[config.mk]
export PLATFORM = sky130hd
export DESIGN_NAME = if_stage
export DESIGN_NICKNAME = d
export VERILOG_FILES = /design/src/rtl/if_stage.sv
export SDC_FILE = /design/constraint.sdc
export NUM_CORES = 1
export LEC_CHECK = 0
export ABC_AREA = 1
export BUFFER_PORTS_ARGS = -buffer_cell sky130_fd_sc_hd__buf_2
export CORE_ASPECT_RATIO = 1.25
export CORE_UTILIZATION = 50
export DETAILED_ROUTE_END_ITERATION = 8
export PLACE_DENSITY_LB_ADDON = 0.05
export SYNTH_ARGS = -nofsm -noshare
export SYNTH_HDL_FRONTEND = slang
export SYNTH_SLANG_ARGS = --single-unit
[constraint.sdc]
create_clock -name clk -period 7 [get_ports clk]
set_input_delay 1.75 -clock clk [delete_from_list [all_inputs] [get_ports clk]]
set_output_delay 1.75 -clock clk [all_outputs]
set_load 0.005 [all_outputs]
[src/rtl/if_stage.sv]
// Instruction-fetch stage with IF/ID pipeline register.
// Keeps one instruction-memory read in flight and handles decode stalls and branch redirects.
module if_stage #(
    parameter int                    DATA_WIDTH = 32,
    parameter logic [DATA_WIDTH-1:0] RESET_PC   = '0
) (
    input  logic                  clk,
    input  logic                  rst,
    input  logic                  id_stall,
    input  logic                  br_taken,
    input  logic [DATA_WIDTH-1:0] br_target,
    output logic                  im_req_valid,
    input  logic                  im_req_ready,
    output logic [DATA_WIDTH-1:0] im_addr,
    input  logic                  im_rsp_valid,
    input  logic [DATA_WIDTH-1:0] im_rsp_data,
    output logic                  id_valid,
    output logic [DATA_WIDTH-1:0] id_pc,
    output logic [DATA_WIDTH-1:0] id_instr
);

    localparam logic [DATA_WIDTH-1:0] NOP_INSTR = {{(DATA_WIDTH-7){1'b0}}, 7'h13};
    localparam logic [DATA_WIDTH-1:0] PC_STEP   = {{(DATA_WIDTH-3){1'b0}}, 3'd4};

    typedef enum logic [1:0] {
        ST_REQ,
        ST_WAIT,
        ST_HOLD,
        ST_DROP
    } state_t;

    state_t                state_reg, state_next;
    logic [DATA_WIDTH-1:0] pc_reg, pc_next;
    logic [DATA_WIDTH-1:0] req_pc_reg, req_pc_next;
    logic                  hold_valid_reg, hold_valid_next;
    logic [DATA_WIDTH-1:0] hold_pc_reg, hold_pc_next;
    logic [DATA_WIDTH-1:0] hold_instr_reg, hold_instr_next;
    logic                  id_valid_reg, id_valid_next;
    logic [DATA_WIDTH-1:0] id_pc_reg, id_pc_next;
    logic [DATA_WIDTH-1:0] id_instr_reg, id_instr_next;

    logic                  handshake;
    logic [DATA_WIDTH-1:0] br_target_aligned;
    logic                  br_lsb_unused;

    // The request line must never be seen high while reset is held.
    assign im_req_valid      = (state_reg == ST_REQ) && !rst;
    assign im_addr           = pc_reg;
    assign handshake         = im_req_valid && im_req_ready;
    assign br_target_aligned = {br_target[DATA_WIDTH-1:2], 2'b00};
    assign br_lsb_unused     = ^br_target[1:0];

    assign id_valid = id_valid_reg;
    assign id_pc    = id_pc_reg;
    assign id_instr = id_instr_reg;

    always_ff @(posedge clk or posedge rst) begin
        if (rst) begin
            state_reg      <= ST_REQ;
            pc_reg         <= RESET_PC;
            req_pc_reg     <= RESET_PC;
            hold_valid_reg <= 1'b0;
            hold_pc_reg    <= '0;
            hold_instr_reg <= NOP_INSTR;
            id_valid_reg   <= 1'b0;
            id_pc_reg      <= '0;
            id_instr_reg   <= NOP_INSTR;
        end else begin
            state_reg      <= state_next;
            pc_reg         <= pc_next;
            req_pc_reg     <= req_pc_next;
            hold_valid_reg <= hold_valid_next;
            hold_pc_reg    <= hold_pc_next;
            hold_instr_reg <= hold_instr_next;
            id_valid_reg   <= id_valid_next;
            id_pc_reg      <= id_pc_next;
            id_instr_reg   <= id_instr_next;
        end
    end

    always_comb begin
        state_next      = state_reg;
        pc_next         = pc_reg;
        req_pc_next     = req_pc_reg;
        hold_valid_next = hold_valid_reg;
        hold_pc_next    = hold_pc_reg;
        hold_instr_next = hold_instr_reg;
        id_valid_next   = id_valid_reg;
        id_pc_next      = id_pc_reg;
        id_instr_next   = id_instr_reg;

        if (br_taken) begin
            // Redirect wins over stall; any in-flight read becomes stale.
            pc_next         = br_target_aligned;
            id_valid_next   = 1'b0;
            hold_valid_next = 1'b0;
            unique case (state_reg)
                ST_REQ:  state_next = handshake ? ST_DROP : ST_REQ;
                ST_WAIT: state_next = im_rsp_valid ? ST_REQ : ST_DROP;
                ST_HOLD: state_next = ST_REQ;
                ST_DROP: state_next = im_rsp_valid ? ST_REQ : ST_DROP;
                default: state_next = ST_REQ;
            endcase
        end else begin
            // Decode consumes the current entry unless stalled; refilled below if a word arrives.
            if (!id_stall) begin
                id_valid_next = 1'b0;
            end
            unique case (state_reg)
                ST_REQ: begin
                    if (handshake) begin
                        req_pc_next = pc_reg;
                        pc_next     = pc_reg + PC_STEP;
                        state_next  = ST_WAIT;
                    end
                end
                ST_WAIT: begin
                    if (im_rsp_valid) begin
                        if (!id_stall) begin
                            id_valid_next = 1'b1;
                            id_pc_next    = req_pc_reg;
                            id_instr_next = im_rsp_data;
                            state_next    = ST_REQ;
                        end else begin
                            hold_valid_next = 1'b1;
                            hold_pc_next    = req_pc_reg;
                            hold_instr_next = im_rsp_data;
                            state_next      = ST_HOLD;
                        end
                    end
                end
                ST_HOLD: begin
                    if (!id_stall) begin
                        id_valid_next   = hold_valid_reg;
                        id_pc_next      = hold_pc_reg;
                        id_instr_next   = hold_instr_reg;
                        hold_valid_next = 1'b0;
                        state_next      = ST_REQ;
                    end
                end
                ST_DROP: begin
                    if (im_rsp_valid) begin
                        state_next = ST_REQ;
                    end
                end
                default: state_next = ST_REQ;
            endcase
        end
    end

endmodule
; After elaboration in Yosys (flattened, before gate mapping)
; Cells that the tools add are included.
[totals]
regBits = 196
latchBits = 0
mem_bits_rw = 0
mem_bits_ro = 0
input_bits = 70
output_inout_bits = 98
word_cells = 69
mem_count = 0
[classes]
addsub = 1
multipliers = 0
div = 0
n_lt_le_gt_ge = 0
n_eq_ne = 11
n_shift = 0
n_mux = 32
bitwise = 1
n_reduce_logical = 15
[ops]
columns = operator, n
row1 = 32-bit 2-to-1 mux, 9
row2 = 32-bit one-hot mux with 2 select lines, 2
row3 = 32-bit by 3-bit adder with 32-bit output (second input constant), 1
row4 = 2-bit 2-to-1 mux, 8
row5 = 3-bit inequality test (second input constant), 5
row6 = 4-bit AND reduction, 3
row7 = 1-bit 2-to-1 mux, 9
row8 = 2-bit one-hot mux with 4 select lines, 1
row9 = 2-bit inequality test (second input constant), 3
row10 = 2-bit one-hot mux with 3 select lines, 1
row11 = 2-bit nonzero test, 3
row12 = 5-bit AND reduction, 1
row13 = 2-bit == test (second input constant), 2
row14 = 1-bit one-hot mux with 2 select lines, 2
row15 = 3-bit AND reduction, 1
row16 = 3-bit nonzero test, 1
row17 = 2-bit by 1-bit == test with 1-bit output (second input constant), 1
row18 = 1-bit logical AND, 2
row19 = 2-bit zero test, 1
row20 = 2-bit AND reduction, 1
row21 = 2-bit OR reduction, 1
row22 = 1-bit zero test, 1
row23 = 1-bit inverter, 1

; Longest topological paths before layout
; Gate-level depths: netlist (run 1).
[logic_depth]
depth_word = 6
depth_mapped = 10
depth_no_buf = 9

; Worst setup path after synthesis (run 1)
; OpenSTA, ideal clock, no wires.
[synth_path]
path_kind = input port to flip-flop
startpoint = input port rst
endpoint = register pc_reg[11] (netlist: im_addr[11])
setup_time_ns = 0.127
t_arrival_ns = 7.024
slack_ns = -0.151
stages = 6
cell_sequence = inv_1 nand3_1 nand2_1 clkbuf_1 o21ai_0 nand3b_1
[synth_between]
elab_chain_cells = 5
[synth_lines]
columns = item, line_no
row1 = "start, declared", 8  ; input logic rst,
row2 = 1-bit zero test (no line), -
row3 = 1-bit logical AND, 47  ; assign im_req_valid = (state_reg == ST_REQ) && !rst;
row4 = 1-bit logical AND, 49  ; assign handshake = im_req_valid && im_req_ready;
row5 = 2-bit nonzero test (no line), -
row6 = 2-bit AND reduction (no line), -
row7 = "end signal, assigned", 70  ; pc_reg <= pc_next;
row8 = "end, declared", 33  ; logic [DATA_WIDTH-1:0] pc_reg, pc_next;
; Every way passes these cells.
; A chain may end at the register's enable or synchronous reset.

; Final worst setup path (run 1)
[layout_path]
startpoint = input port br_taken
endpoint = register pc_reg[10] (netlist: im_addr[10])
[layout_between]
elab_chain_cells = 2
elab_cells_between_ends = 4
cone_classes = mux: 1 / reduce/logical: 3
[layout_lines]
columns = item, line_no
row1 = "start, declared", 10  ; input logic br_taken,
row2 = 2-bit nonzero test (no line), -
row3 = 2-bit AND reduction (no line), -
; Several ways; a longest one is shown, not always the timed one.

==> results of run 1 <==
==> routing by layer <==
| layer | wire (microns) | share of wire, % | vias to the layer above | track usage, % |
|---|---|---|---|---|
| li1 | - | - | 3780 | - |
| met1 | 9820 | 48 | 3376 | 32.4 |
| met2 | 9310 | 46 | 180 | 36.4 |
| met3 | 927 | 4.6 | 21 | 4.52 |
| met4 | 311 | 1.5 | 0 | 7.16 |
| met5 | 0 | 0 | - | 0 |
==> kinds of logic after synthesis <==
kind of cell	synth area share [%]
buf+inv	9.39
flops	53.0
compound gates	12.8
simple gates	23.7
xor+xnor	0.197
other cells	0.0422
fa+ha+maj	0.845
==> synth_stat cells, drive strengths merged <==
library cell / count / area [sq um]
conb: 1 / 3.75
a31oi: 63 / 394
xor2: 2 / 17.5
and2: 1 / 6.26
dfrtp: 182 / 4550
o21a: 1 / 7.51
nand3: 55 / 280
o211ai: 3 / 22.5
clkbuf: 25 / 93.8
buf: 35 / 275
ha: 6 / 75.1
a21oi: 13 / 65.1
o21ai: 110 / 551
nand3b: 10 / 75.1
or2: 1 / 6.26
o21bai: 11 / 82.6
clkinv: 1 / 3.75
dfstp: 6 / 158
nand2: 317 / 1190
inv: 123 / 462
a21boi: 1 / 18.8
nor2: 141 / 544
==> tightest hold or removal path, cell delays in order (launching register included) <==
cell and delay, ns:
dfstp_2 0.37, nand2_1 0.05, o21ai_1 0.05
==> report_power, final <==
part / switching (mW) / total [mW] / internal [mW] / leakage [nW]
clock network: 0.409 / 0.991 / 0.582 / 0.287
logic: 0.647 / 1.13 / 0.483 / 2.58
registers: 0.269 / 1.83 / 1.56 / 2.25
==> metrics by stage <==
stage	total power [mW]	utilization, %	cell area [sq um]	hold WS, ns	setup WS, ns
after floorplan	2.56	-	8900	0.453	1.45
after global placement	2.95	55.6	9700	0.461	2.44
after detailed placement	3.00	55.6	9700	0.466	2.34
after CTS	4.00	59.1	10300	0.477	2.80
after global routing	4.27	59.1	10300	0.492	2.56
final	3.95	59.1	10300	0.474	2.84
==> layout make-up <==
type                    count  share of cell area (%)
flip-flops and latches    188                    45.7
clock buffers              22                    4.51
multi-input cells         739                    32.7
inverters                 124                    4.56
clock inverters            10                    1.36
well taps                 224                    2.72
repair buffers            169                    8.41
==> final timing paths <==
check | slack [ns] | end | startpoint
worst max register to register | 4.06 | im_addr[10] | state_reg[0]
min in group asynchronous | 1.48 | state_reg[0] | rst
worst min-delay path | 0.47 | hold_instr_reg[1] | hold_instr_reg[1]
max in group asynchronous | 4.06 | hold_instr_reg[31] | rst
worst min register to register | 0.47 | hold_instr_reg[1] | hold_instr_reg[1]
worst max-delay path | 2.84 | im_addr[10] | br_taken
==> flow_summary.json, run 1 <==
{
  "status": "completed",
  "syn_to_final_growth_pct": 15.9,
  "start_kind": "primary input",
  "rsz0062_at_grt": "no",
  "root_buffer": "clkbuf_16",
  "fin_skew_ns": 0.00957,
  "hpwl_microns": 13500,
  "crit_path_top_delay_cell": "clkinv_1",
  "yosysWarnings": 0,
  "postSynthAreaPerCell_sq_um": 8.02,
  "cts_max_level": 4,
  "placed_cells": 1444,
  "mostFrequentLayoutCells": "nand2_1 (316), dfrtp_1 (182), buf_2 (161), nor2_1 (135), inv_1 (120)",
  "max-slew-margin-rel_pct": 22.8,
  "mostFrequentLayoutCell": "nand2_1",
  "via_per_inst": 4.98,
  "r2r_cells": 9,
  "worstPathRequired_ns": 7.27,
  "antenna_cells": 0,
  "rows": 54,
  "critPathKind": "primary input to flip-flop",
  "fin_cells": 1476,
  "postCtsSetupBuffers": 0,
  "maxSlewViolCount": 0,
  "first_iter_violations": 483,
  "critPathBufInv": 4,
  "hold-path-cell-count": 2,
  "crit_path_end_kind": "flip-flop",
  "clk_pin_slew_ns": 0.07,
  "antenna_found_initial": 0,
  "die_w_microns": 121,
  "place_congestion": 0.869,
  "period_share_pct": 59.4,
  "hold_buffers": 0,
  "portBuffers": 161,
  "multiInputGateArea_sq_um": 3370,
  "cts_buffers": 17,
  "netlist_area_sq_um": 8890,
  "finalCriticalPeriod_ns": 4.16,
  "finalSetupTns_ns": 0,
  "path_cells": "buf_2, inv_2, nand3_2, buf_4, clkinv_1, nand3_1, o211ai_1",
  "cp.arrival_ns": 4.42,
  "first_global_vias": 6712,
  "setup_viol_count_final": 0,
  "worst_slew_pin_slew_ns": 1.16,
  "critPathMaxFanout": 65,
  "cts_buffer_depth": 2,
  "clk_latency_ns": 0.42,
  "vdd_ir_drop_max_mv": 0.183,
  "die_h_microns": 151,
  "grt_use_total_pct": 23.2,
  "synth_cells": 1108,
  "fin_nets": 1315,
  "drc": 0,
  "core_sq_um": 17400,
  "p_leak_nw": 5.11,
  "drtAntennaViolNets": 0,
  "firstDrtPassIters": 6,
  "nFillCells": 1715,
  "overflow": 0,
  "crit_cells": 7,
  "seq_area_frac_synth_pct": 53.0,
  "dieArea_sq_um": 18300,
  "ys_ff_latch": 188,
  "grt_max_degree": 125,
  "grt_pass1_wl_microns": 33200,
  "drive_above_1_share_pct": 17.5,
  "critical-path-top-delay-family": "buffers and inverters",
  "clock_sinks": 188,
  "min-delay-path-class": "flip-flop to flip-flop",
  "start_util_pct": 51.0,
  "detailroute.via_count": 7357,
  "p_per_area_nw_per_um2": 383,
  "regArea_sq_um": 4710,
  "yosysUniqueCellTypes": 29,
  "cts_tree": "built",
  "max_clock_freq_ghz": 0.241,
  "wl_per_cell_microns": 13.8,
  "cap_violations": 0,
  "io_pins": 168,
  "cpPeakStageDelay_ns": 0.87,
  "finalWirelength_microns": 20400,
  "hold_viol": 0,
  "cts_resized": 0
}
Note: power is estimated with default switching activity, not from simulation.
==> inputs of run 2 (changes only) <==
Settings changed: ABC_AREA 1 to 0, CORE_UTILIZATION 50 to 55.
Clock period 7 ns to 4.2 ns, I/O delays scaled along.
==> flow_summary.json, run 2 <==
{
  "clk_pin_slew_ns": 0.07,
  "cts_tree": "built",
  "vdd_ir_drop_max_mv": 0.314,
  "max_clock_freq_ghz": 0.372,
  "postSynthAreaPerCell_sq_um": 10.9,
  "antenna_cells": 0,
  "overflow": 0,
  "grt_pass1_wl_microns": 29000,
  "yosysWarnings": 0,
  "maxSlewViolCount": 0,
  "clk_latency_ns": 0.43,
  "finalCriticalPeriod_ns": 2.69,
  "regArea_sq_um": 4710,
  "crit_start": "state_reg[0]",
  "status": "finished with violations",
  "finalSetupTns_ns": 0,
  "rows": 50,
  "clock_sinks": 188,
  "pre_cts_ws_ns": 1.07,
  "postCtsSetupBuffers": 0,
  "critical-path-top-delay-family": "flip-flops",
  "met2_usage_pct": 37.8,
  "critPathBufInv": 2,
  "cpPeakStageDelay_ns": 0.42,
  "crit_path_top_delay_cell": "dfrtp_1",
  "dieArea_sq_um": 15700,
  "placed_cells": 1075,
  "wl_per_cell_microns": 15.5,
  "period_share_pct": 64.1,
  "mostFrequentLayoutCells": "nand2_1 (186), dfrtp_1 (182), buf_2 (161), o21ai_0 (78)",
  "hold_viol": 0,
  "p_per_area_nw_per_um2": 625,
  "portBuffers": 161,
  "placed_cell_area_sq_um": 9280,
  "min-delay-path-class": "flip-flop to flip-flop",
  "nFillCells": 1203,
  "die_w_microns": 112,
  "cp.arrival_ns": 1.64,
  "synth_edf_count": 0,
  "violations": "DRC",
  "first_global_vias": 6025,
  "cap_violations": 0,
  "drtAntennaViolNets": 0,
  "hold_buffers": 0,
  "r2r_start": "state_reg[0]",
  "p_leak_nw": 4.82,
  "yosysUniqueCellTypes": 43,
  "synthArstFlopShare_pct": 100,
  "path_cells": "inv_1, ha_1, nor2b_1, buf_2",
  "die_h_microns": 140,
  "finalInstanceArea_sq_um": 9860,
  "root_buffer": "clkbuf_16",
  "grt_use_met3_pct": 5.57,
  "fin_skew_ns": 0.0174,
  "detailroute.via_count": 5950,
  "mostFrequentLayoutCell": "nand2_1",
  "grt_use_total_pct": 23.3,
  "crit_path_end_kind": "output pin",
  "finalWirelength_microns": 17100,
  "critPathMaxFanout": 5,
  "multiInputGateArea_sq_um": 3430,
  "fin_hold_ws_ns": 0.475,
  "cts_buffers": 17,
  "timing.final.ws_setup_ns": 1.51,
  "max-slew-margin-rel_pct": 26.4,
  "yosysTopAreaCell": "dfrtp_1",
  "fin_nets": 988,
  "rsz0062_at_grt": "no",
  "synth.area.top_cells": "dfrtp_1 (55%), mux2_2 (8.8%), nand2_1 (8.4%), mux2i_1 (7.8%), o21ai_0 (4.8%)",
  "core_sq_um": 14900,
  "netlist_area_sq_um": 8350,
  "r2r_cells": 7,
  "synthFlopType": "dfrtp_1",
  "r2r_end": "im_addr[24]",
  "firstDrtPassIters": 8,
  "worst_slew_pin_slew_ns": 1.10,
  "fin_cells": 1107,
  "seq_area_frac_synth_pct": 56.4,
  "ff2ff_setup_slack_ns": 1.61,
  "start_util_pct": 56.1,
  "first_iter_violations": 404,
  "yosysMostFrequentCell": "nand2_1",
  "cts_buffer_depth": 2,
  "syn_to_final_growth_pct": 18.1,
  "cts_resized": 0,
  "cts_max_level": 4,
  "grt.busiest_layer": "met2",
  "synth_top_area_share_pct": 54.6,
  "drc": 10,
  "via_per_inst": 5.37,
  "critPathKind": "flip-flop to output pin",
  "endpoint": "im_req_valid",
  "synth_common_cells": "nand2_1 (186), dfrtp_1 (182), o21ai_0 (80), mux2_2 (65), mux2i_1 (65)",
  "met1_usage_pct": 31.6,
  "grt_max_degree": 90,
  "ys_ff_latch": 188,
  "drive_above_1_share_pct": 30.9,
  "hpwl_microns": 11700,
  "crit_cells": 4,
  "synth_cells": 765,
  "place_congestion": 0.865,
  "worstPathRequired_ns": 3.15,
  "antenna_found_initial": 0,
  "start_kind": "flip-flop",
  "setup_viol_count_final": 0,
  "io_pins": 168
}
==> run 2: cell count changes in the layout (fill, tap and decap cells not counted), moves of 9 or more <==
cell,previous run,this run
xor2_1,2,18
inv_1,120,6
nand4_1,0,16
nand3b_1,10,0
nand2_1,316,186
mux2i_1,0,65
a31oi_1,63,1
mux2_2,0,65
o21bai_1,11,1
nand3_1,53,9
nor2_1,135,8
xnor2_1,0,9
o21ai_1,26,14
==> run 2: routing by layer <==
layer	part of all wire, %	up-vias
li1	-	2909
met3	5.2	16
met1	46	2851
met5	0	-
met2	47	174
met4	0.92	0
==> run 2: area by class of cell <==
| cell class | count | share of cell area (%) |
|---|---|---|
| Clock buffer | 17 | 4.31 |
| Clock inverter | 15 | 1.54 |
| Inverter | 8 | 0.343 |
| Multi-Input combinational cell | 526 | 34.8 |
| Sequential cell | 188 | 47.8 |
| Tap cell | 182 | 2.31 |
| Timing Repair Buffer | 171 | 8.93 |
==> run 2: logic make-up after synthesis <==
kind of cell,after synthesis,share of synthesized area [%]
buf+inv,54,2.83
other cells,1,0.0449
fa+ha+maj,6,0.899
xor+xnor,27,2.83
compound gates,106,6.56
mux,130,16.6
flops,188,56.4
simple gates,253,13.8
==> run 2: stage by stage <==
step | util [%] | power (mW)
3_5_place_dp | 62.3 | 4.66
5_1_grt | 66.2 | 6.59
4_1_cts | 66.2 | 6.23
3_3_place_gp | 62.3 | 4.55
6_report | 66.2 | 6.16
2_1_floorplan | - | 4.03
==> run 2: power breakdown <==
group	internal, mW	switching [mW]
clock	0.837	0.723
combinational	0.857	0.828
sequential	2.51	0.407
total	4.20	1.96
==> run 2: worst register-to-register path, cell delays in order (launching register included) <==
cell	delay (ns)
dfrtp_1	0.42
inv_1	0.16
ha_1	0.29
nand3b_4	0.22
nor4_1	0.74
nand3_1	0.18
xnor2_1	0.18
mux2_2	0.27
==> run 2: how the worst min path moves through the flow <==
stage,startpoint,cells after the start,endpoint
after floorplan,req_pc_reg[23],2,req_pc_reg[23]
after global placement,id_instr[17],2,id_instr[17]
after detailed placement,id_pc[3],2,id_pc[3]
after CTS,id_instr[0],2,id_instr[0]
after global routing,id_pc[3],2,id_pc[3]
final,id_instr[31],2,id_instr[31]
